$ cat src/rtl/alu_btn_frontend.sv
// Board-side command issuer for the 8-bit ALU: synchronizes and debounces
// the execute/clear buttons and issues one-cycle strobes with latched operands.

module btn_debounce #(
   parameter int DB_CYCLES = 1000000
) (
   input  logic clk,
   input  logic rst,
   input  logic s,
   output logic rise,
   output logic busy
);

   typedef enum logic [1:0] {
      IDLE,
      PRESS_WAIT,
      HELD,
      REL_WAIT
   } db_state_t;

   localparam logic [19:0] CNT_LAST = 20'(DB_CYCLES - 1);

   db_state_t   state;
   db_state_t   state_nx;
   logic [19:0] cnt;
   logic [19:0] cnt_nx;

   always_ff @(posedge clk) begin
      if (rst) begin
         state <= IDLE;
         cnt   <= '0;
      end else begin
         state <= state_nx;
         cnt   <= cnt_nx;
      end
   end

   always_comb begin
      state_nx = state;
      cnt_nx   = cnt;
      rise     = 1'b0;
      unique case (state)
         IDLE: begin
            if (s) begin
               state_nx = PRESS_WAIT;
               cnt_nx   = '0;
            end
         end
         PRESS_WAIT: begin
            if (!s) begin
               state_nx = IDLE;
            end else if (cnt == CNT_LAST) begin
               state_nx = HELD;
               rise     = 1'b1;
            end else begin
               cnt_nx = cnt + 20'd1;
            end
         end
         HELD: begin
            if (!s) begin
               state_nx = REL_WAIT;
               cnt_nx   = '0;
            end
         end
         REL_WAIT: begin
            if (s) begin
               state_nx = HELD;
            end else if (cnt == CNT_LAST) begin
               state_nx = IDLE;
            end else begin
               cnt_nx = cnt + 20'd1;
            end
         end
      endcase
   end

   assign busy = (state != IDLE);

endmodule

module alu_btn_frontend #(
   parameter int SYNC_STAGES = 2,
   parameter int DB_CYCLES   = 1000000,
   parameter int OP_W        = 4,
   parameter int DATA_W      = 8
) (
   input  logic              clk,
   input  logic              rst,
   input  logic              btnC_raw,
   input  logic              btnU_raw,
   input  logic [OP_W-1:0]   sw_op,
   input  logic [DATA_W-1:0] sw_data,
   output logic              exec_pulse,
   output logic              clr_pulse,
   output logic [OP_W-1:0]   op_sel,
   output logic [DATA_W-1:0] input_bits,
   output logic [7:0]        cmd_count
);

   logic [SYNC_STAGES-1:0] c_sync;
   logic [SYNC_STAGES-1:0] u_sync;
   logic                   c_rise;
   logic                   c_busy;
   logic                   u_rise;
   logic                   u_busy;
   logic                   exec_ok;

   always_ff @(posedge clk) begin
      if (rst) begin
         c_sync <= '0;
         u_sync <= '0;
      end else begin
         c_sync <= {c_sync[SYNC_STAGES-2:0], btnC_raw};
         u_sync <= {u_sync[SYNC_STAGES-2:0], btnU_raw};
      end
   end

   btn_debounce #(
      .DB_CYCLES (DB_CYCLES)
   ) u_db_exec (
      .clk  (clk),
      .rst  (rst),
      .s    (c_sync[SYNC_STAGES-1]),
      .rise (c_rise),
      .busy (c_busy)
   );

   btn_debounce #(
      .DB_CYCLES (DB_CYCLES)
   ) u_db_clr (
      .clk  (clk),
      .rst  (rst),
      .s    (u_sync[SYNC_STAGES-1]),
      .rise (u_rise),
      .busy (u_busy)
   );

   // any clear activity, including a simultaneous qualification, swallows exec
   assign exec_ok = c_rise & ~u_busy;

   always_ff @(posedge clk) begin
      if (rst) begin
         exec_pulse <= 1'b0;
         clr_pulse  <= 1'b0;
         op_sel     <= '0;
         input_bits <= '0;
         cmd_count  <= '0;
      end else begin
         exec_pulse <= exec_ok;
         clr_pulse  <= u_rise;
         if (u_rise) begin
            cmd_count <= '0;
         end else if (exec_ok) begin
            cmd_count  <= cmd_count + 8'd1;
            op_sel     <= sw_op;
            input_bits <= sw_data;
         end
      end
   end

   logic unused_ok;
   assign unused_ok = c_busy;

endmodule

$ cat config.mk
export PLATFORM = sky130hd
export DESIGN_NAME = alu_btn_frontend
export DESIGN_NICKNAME = d
export VERILOG_FILES = /design/src/rtl/alu_btn_frontend.sv
export SDC_FILE = /design/constraint.sdc
export NUM_CORES = 1
export LEC_CHECK = 0
export ABC_AREA = 1
export BUFFER_PORTS_ARGS = -buffer_cell sky130_fd_sc_hd__buf_2
export CORE_MARGIN = 8
export CORE_UTILIZATION = 45
export CTS_BUF_LIST = sky130_fd_sc_hd__clkbuf_4
export DETAILED_ROUTE_END_ITERATION = 10
export SETUP_SLACK_MARGIN = 0.3
export SYNTH_ARGS = -nofsm -noshare
export SYNTH_HDL_FRONTEND = slang
export SYNTH_SLANG_ARGS = --single-unit
$ cat constraint.sdc
create_clock -name clk -period 2.5 [get_ports clk]
set_input_delay 0.25 -clock clk [delete_from_list [all_inputs] [get_ports clk]]
set_output_delay 0.25 -clock clk [all_outputs]
set_load 0.01 [all_outputs]
==> summary.txt <==
Worst setup path
  – Worst Setup Start Kind: flip-flop
  – CP arrival: 2260 ps
  – Setup slack, reg-to-reg: 560 ps
  – Bufs and invs on worst path: 3
  – CP peak stage delay: 400 ps
  – Worst R2R Start: u_db_clr.cnt[0]
  – Critical path's slowest cell: dfxtp_1
  – Most used cell, CP: nand2_1
  – CP required: 2820 ps
  – Worst R2R End: u_db_clr.cnt[9]
  – Delay-heaviest family, CP: simple AND/OR/NAND/NOR gates
  – CP Max Fanout: 19
  – Crit Path Category: reg -> reg
  – Crit end category: flip-flop
  – FF-to-FF path depth: 12
  – CP Cell Sequence: ha_1 -> nand2_1 -> inv_1 -> nand2_1 -> nor2_2 -> nand3_2 -> nand2_8 -> inv_2 -> nand2_1 -> nand2_1 -> inv_1 -> nor2_1

Placement
  – Pre-CTS setup slack: 546.7 ps
  – GP Congestion: 0.8651
  – DP Wirelength: 6947 um
  – Port buffer count: 37
  – Inst Count DP: 749

STA
  – Final hold violation count: 0
  – Final setup fails: 0
  – Max-slew headroom: 48.85%
  – Min Tclk post-route: 1944 ps
  – Final Max Tran Viols: 0
  – Fmax: 0.5145 GHz
  – TNS Setup: 0 ps
  – Final worst path period share: 77.75%
  – RSZ-0062 raised after global routing: no
  – Post-route worst setup slack: 556.3 ps
  – Worst-Margin Slew: 764.6 ps
  – Clk_skew: 10.95 ps
  – Fin Hold WS: 34.29 ps

Detailed routing
  – Wl on met1: 4683 um
  – Vias: 3926
  – DRT Pass-1 Iters: 4
  – Per-cell routed wire length: 12.69 um
  – Drt first-iter violations: 191
  – ANT nets after route: 0
  – Met2 Routed Length: 4464 um
  – Met3 routed WL: 421 um
  – Drt drc: 0
  – Vias/cell: 5.125
  – Highest routing layer actually used: met4
  – WL final: 9719 um

Floorplanning
  – FP Rows: 34
  – Core Box Area: 8593 um2
  – Die height: 109.3 um
  – Ports: 38
  – Chip width: 109.3 um
  – Die ar.: 11940 um2
  – Starting Density: 45.56%

Power and ir drop
  – Pwr Total: 0.001952 W
  – Pleak: 1.603 nW
  – Power per cell area: 451.4 nW/um2
  – Worst vdd ir: 0.2401 mV

Outcome
  – Outcome: finished clean

Yosys
  – Main flop type after synthesis: dfxtp_1
  – Register area share after synthesis: 35.79%
  – Count of state elements after synthesis: 70
  – Gate Count Post-Synth: 622
  – Post-synth EDFFs: 0
  – Cell variety after synth: 30
  – Mapped cell area: 3915 um2
  – Post-synthesis average cell area: 6.294 um2
  – Syn Nets: 641
  – Post-synth ARST share: 0%
  – Yosys warns: 0

Clock tree
  – H-tree depth: 3
  – Clock buffer count from CTS: 9
  – CTS tree: yes
  – CTS Buffer Depth: 2
  – Clock Sinks: 70
  – Root buf cell: clkbuf_4
  – Worst-path clk slew: 120 ps
  – Worst skew pair latency: 410 ps

Global routing
  – Gr ovfl total: 0
  – Global-route wire length before repair: 16740 um
  – Largest net degree at the start of global routing: 43
  – Total Routing Usage GR: 17.13%
  – Vias in the first global route: 3721
  – Antenna violations before repair: 0

Worst hold path
  – Hold path depth: 3
  – Min-Delay Path Class: in -> reg
  – Hold EP: c_sync[0]
  – Startpoint of the worst hold path: btnC_raw

Run
  – Max-cap violations: 0

Cells and area
  – Area growth from synthesis to layout: 10.45%
  – Non-Filler Instances: 766
  – Proportion of layout cells with a drive suffix above 1: 12.46%
  – # diodes: 0
  – Nets: 672
  – # fillers: 917
-- worst min-delay path, cell delays in order --
cell and delay [ps]:
buf_2 90, inv_1 40, nor2_1 30
-- kinds of logic after synthesis --
group                    share of synthesized area (%)
AND/OR/NAND/NOR                                  42.38
adder cells (fa/ha/maj)                         0.9589
flip-flops                                       35.79
buffers and inverters                            9.396
XOR/XNOR                                         2.237
AO/OA/AOI/OAI                                    9.237
-- cell usage after synthesis, types with 2 or more instances --
| cell type | instances | share of area, % |
|---|---|---|
| nand2_1 | 168 | 16 |
| nor2_1 | 112 | 11 |
| dfxtp_1 | 70 | 36 |
| inv_1 | 67 | 6.4 |
| a21oi_1 | 41 | 5.2 |
| nand3_1 | 37 | 4.7 |
| nand4_1 | 34 | 5.4 |
| o21ai_0 | 17 | 2.2 |
| clkbuf_1 | 11 | 1.1 |
| nor3_1 | 10 | 1.3 |
| buf_2 | 9 | 1.2 |
| xor2_1 | 9 | 2.0 |
| nor2_2 | 7 | 1.1 |
| inv_2 | 5 | 0.48 |
| ha_1 | 3 | 0.96 |
| o21bai_1 | 3 | 0.58 |
| a21oi_2 | 2 | 0.45 |
| nand3_2 | 2 | 0.51 |
| nor2_4 | 2 | 0.58 |
| nor3_2 | 2 | 0.51 |
| or2_2 | 2 | 0.32 |
-- state kept, by name, indices dropped and copies added (netlist names), named ones only --
| name | cells |
|---|---|
| input_bits | 8 |
| exec_pulse | 1 |
| u_db_clr.state | 1 |
| u_db_exec.cnt | 20 |
| u_sync | 2 |
| u_db_exec.state | 1 |
| u_db_clr.cnt | 20 |
| op_sel | 4 |
| clr_pulse | 1 |
| cmd_count | 8 |
| c_sync | 2 |
-- report_power, final --
| group | total (W) | leakage, nW | switching [W] | internal, W |
|---|---|---|---|---|
| logic | 0.0000752 | 0.964 | 0.0000548 | 0.0000204 |
| registers | 0.00112 | 0.565 | 0.00000409 | 0.00112 |
| clock network | 0.000753 | 0.0743 | 0.000444 | 0.000308 |
| total | 0.00195 | 1.60 | 0.000503 | 0.00145 |
-- layer usage --
layer  vias to the layer above  track usage, %
met5                         -               0
met4                         0           5.014
met3                        17           4.374
met2                        64           28.60
met1                      1799           21.28
li1                       2046               -
-- worst max-delay path by stage --
stage / start / to / slack (ps) / cells after the start
after floorplan: u_db_exec.cnt[0] / input_bits[0] / 850 / 9
after CTS: u_db_clr.state[0] / input_bits[6] / 510 / 6
after global routing: u_db_clr.cnt[0] / u_db_clr.cnt[9] / 320 / 12
after global placement: u_db_clr.cnt[0] / u_db_clr.cnt[9] / 560 / 12
final: u_db_clr.cnt[0] / u_db_clr.cnt[9] / 560 / 12
after detailed placement: u_db_clr.state[0] / input_bits[0] / 550 / 6
-- layout make-up --
type	count	area [um2]	share of cell area [%]
Tap cell	108	135.1	3.125
Sequential cell	70	1401	32.41
Clock inverter	7	72.57	1.678
Inverter	72	270.3	6.250
Clock buffer	9	67.56	1.562
Timing Repair Buffer	41	217.7	5.035
Multi-Input combinational cell	459	2160	49.94
-- what timing repair did --
action / 4_1_cts / 5_1_grt
endpoints found under the hold margin: 0 / 1
endpoints found under the setup margin: 0 / 3
hold buffers: 0 / 1
gates resized for setup: 0 / 2
buffers inserted: 0 / 0
-- cell usage in the layout (no fill, tap or decap), drive strengths merged --
cell type	netlist	routed
a21oi	43	43
and2	1	1
buf	10	40
bufinv	0	1
clkbuf	11	9
clkinv	0	3
clkinvlp	0	1
dfxtp	70	70
dlygate4sd3	0	1
ha	3	3
inv	72	74
nand2	170	170
nand3	40	40
nand4	34	34
nor2	121	121
nor3	12	12
o211ai	1	1
o21ai	18	18
o21bai	3	3
o31ai	1	1
or2	2	2
xnor2	1	1
xor2	9	9
-- through the flow --
stage                     cell area, um2  util, %
after floorplan                     3915        -
after global placement              4160    48.41
after detailed placement            4160    48.41
after CTS                           4300    50.04
after global routing                4324    50.32
final                               4324    50.32
No activity file was read; power rests on OpenSTA's default activity.
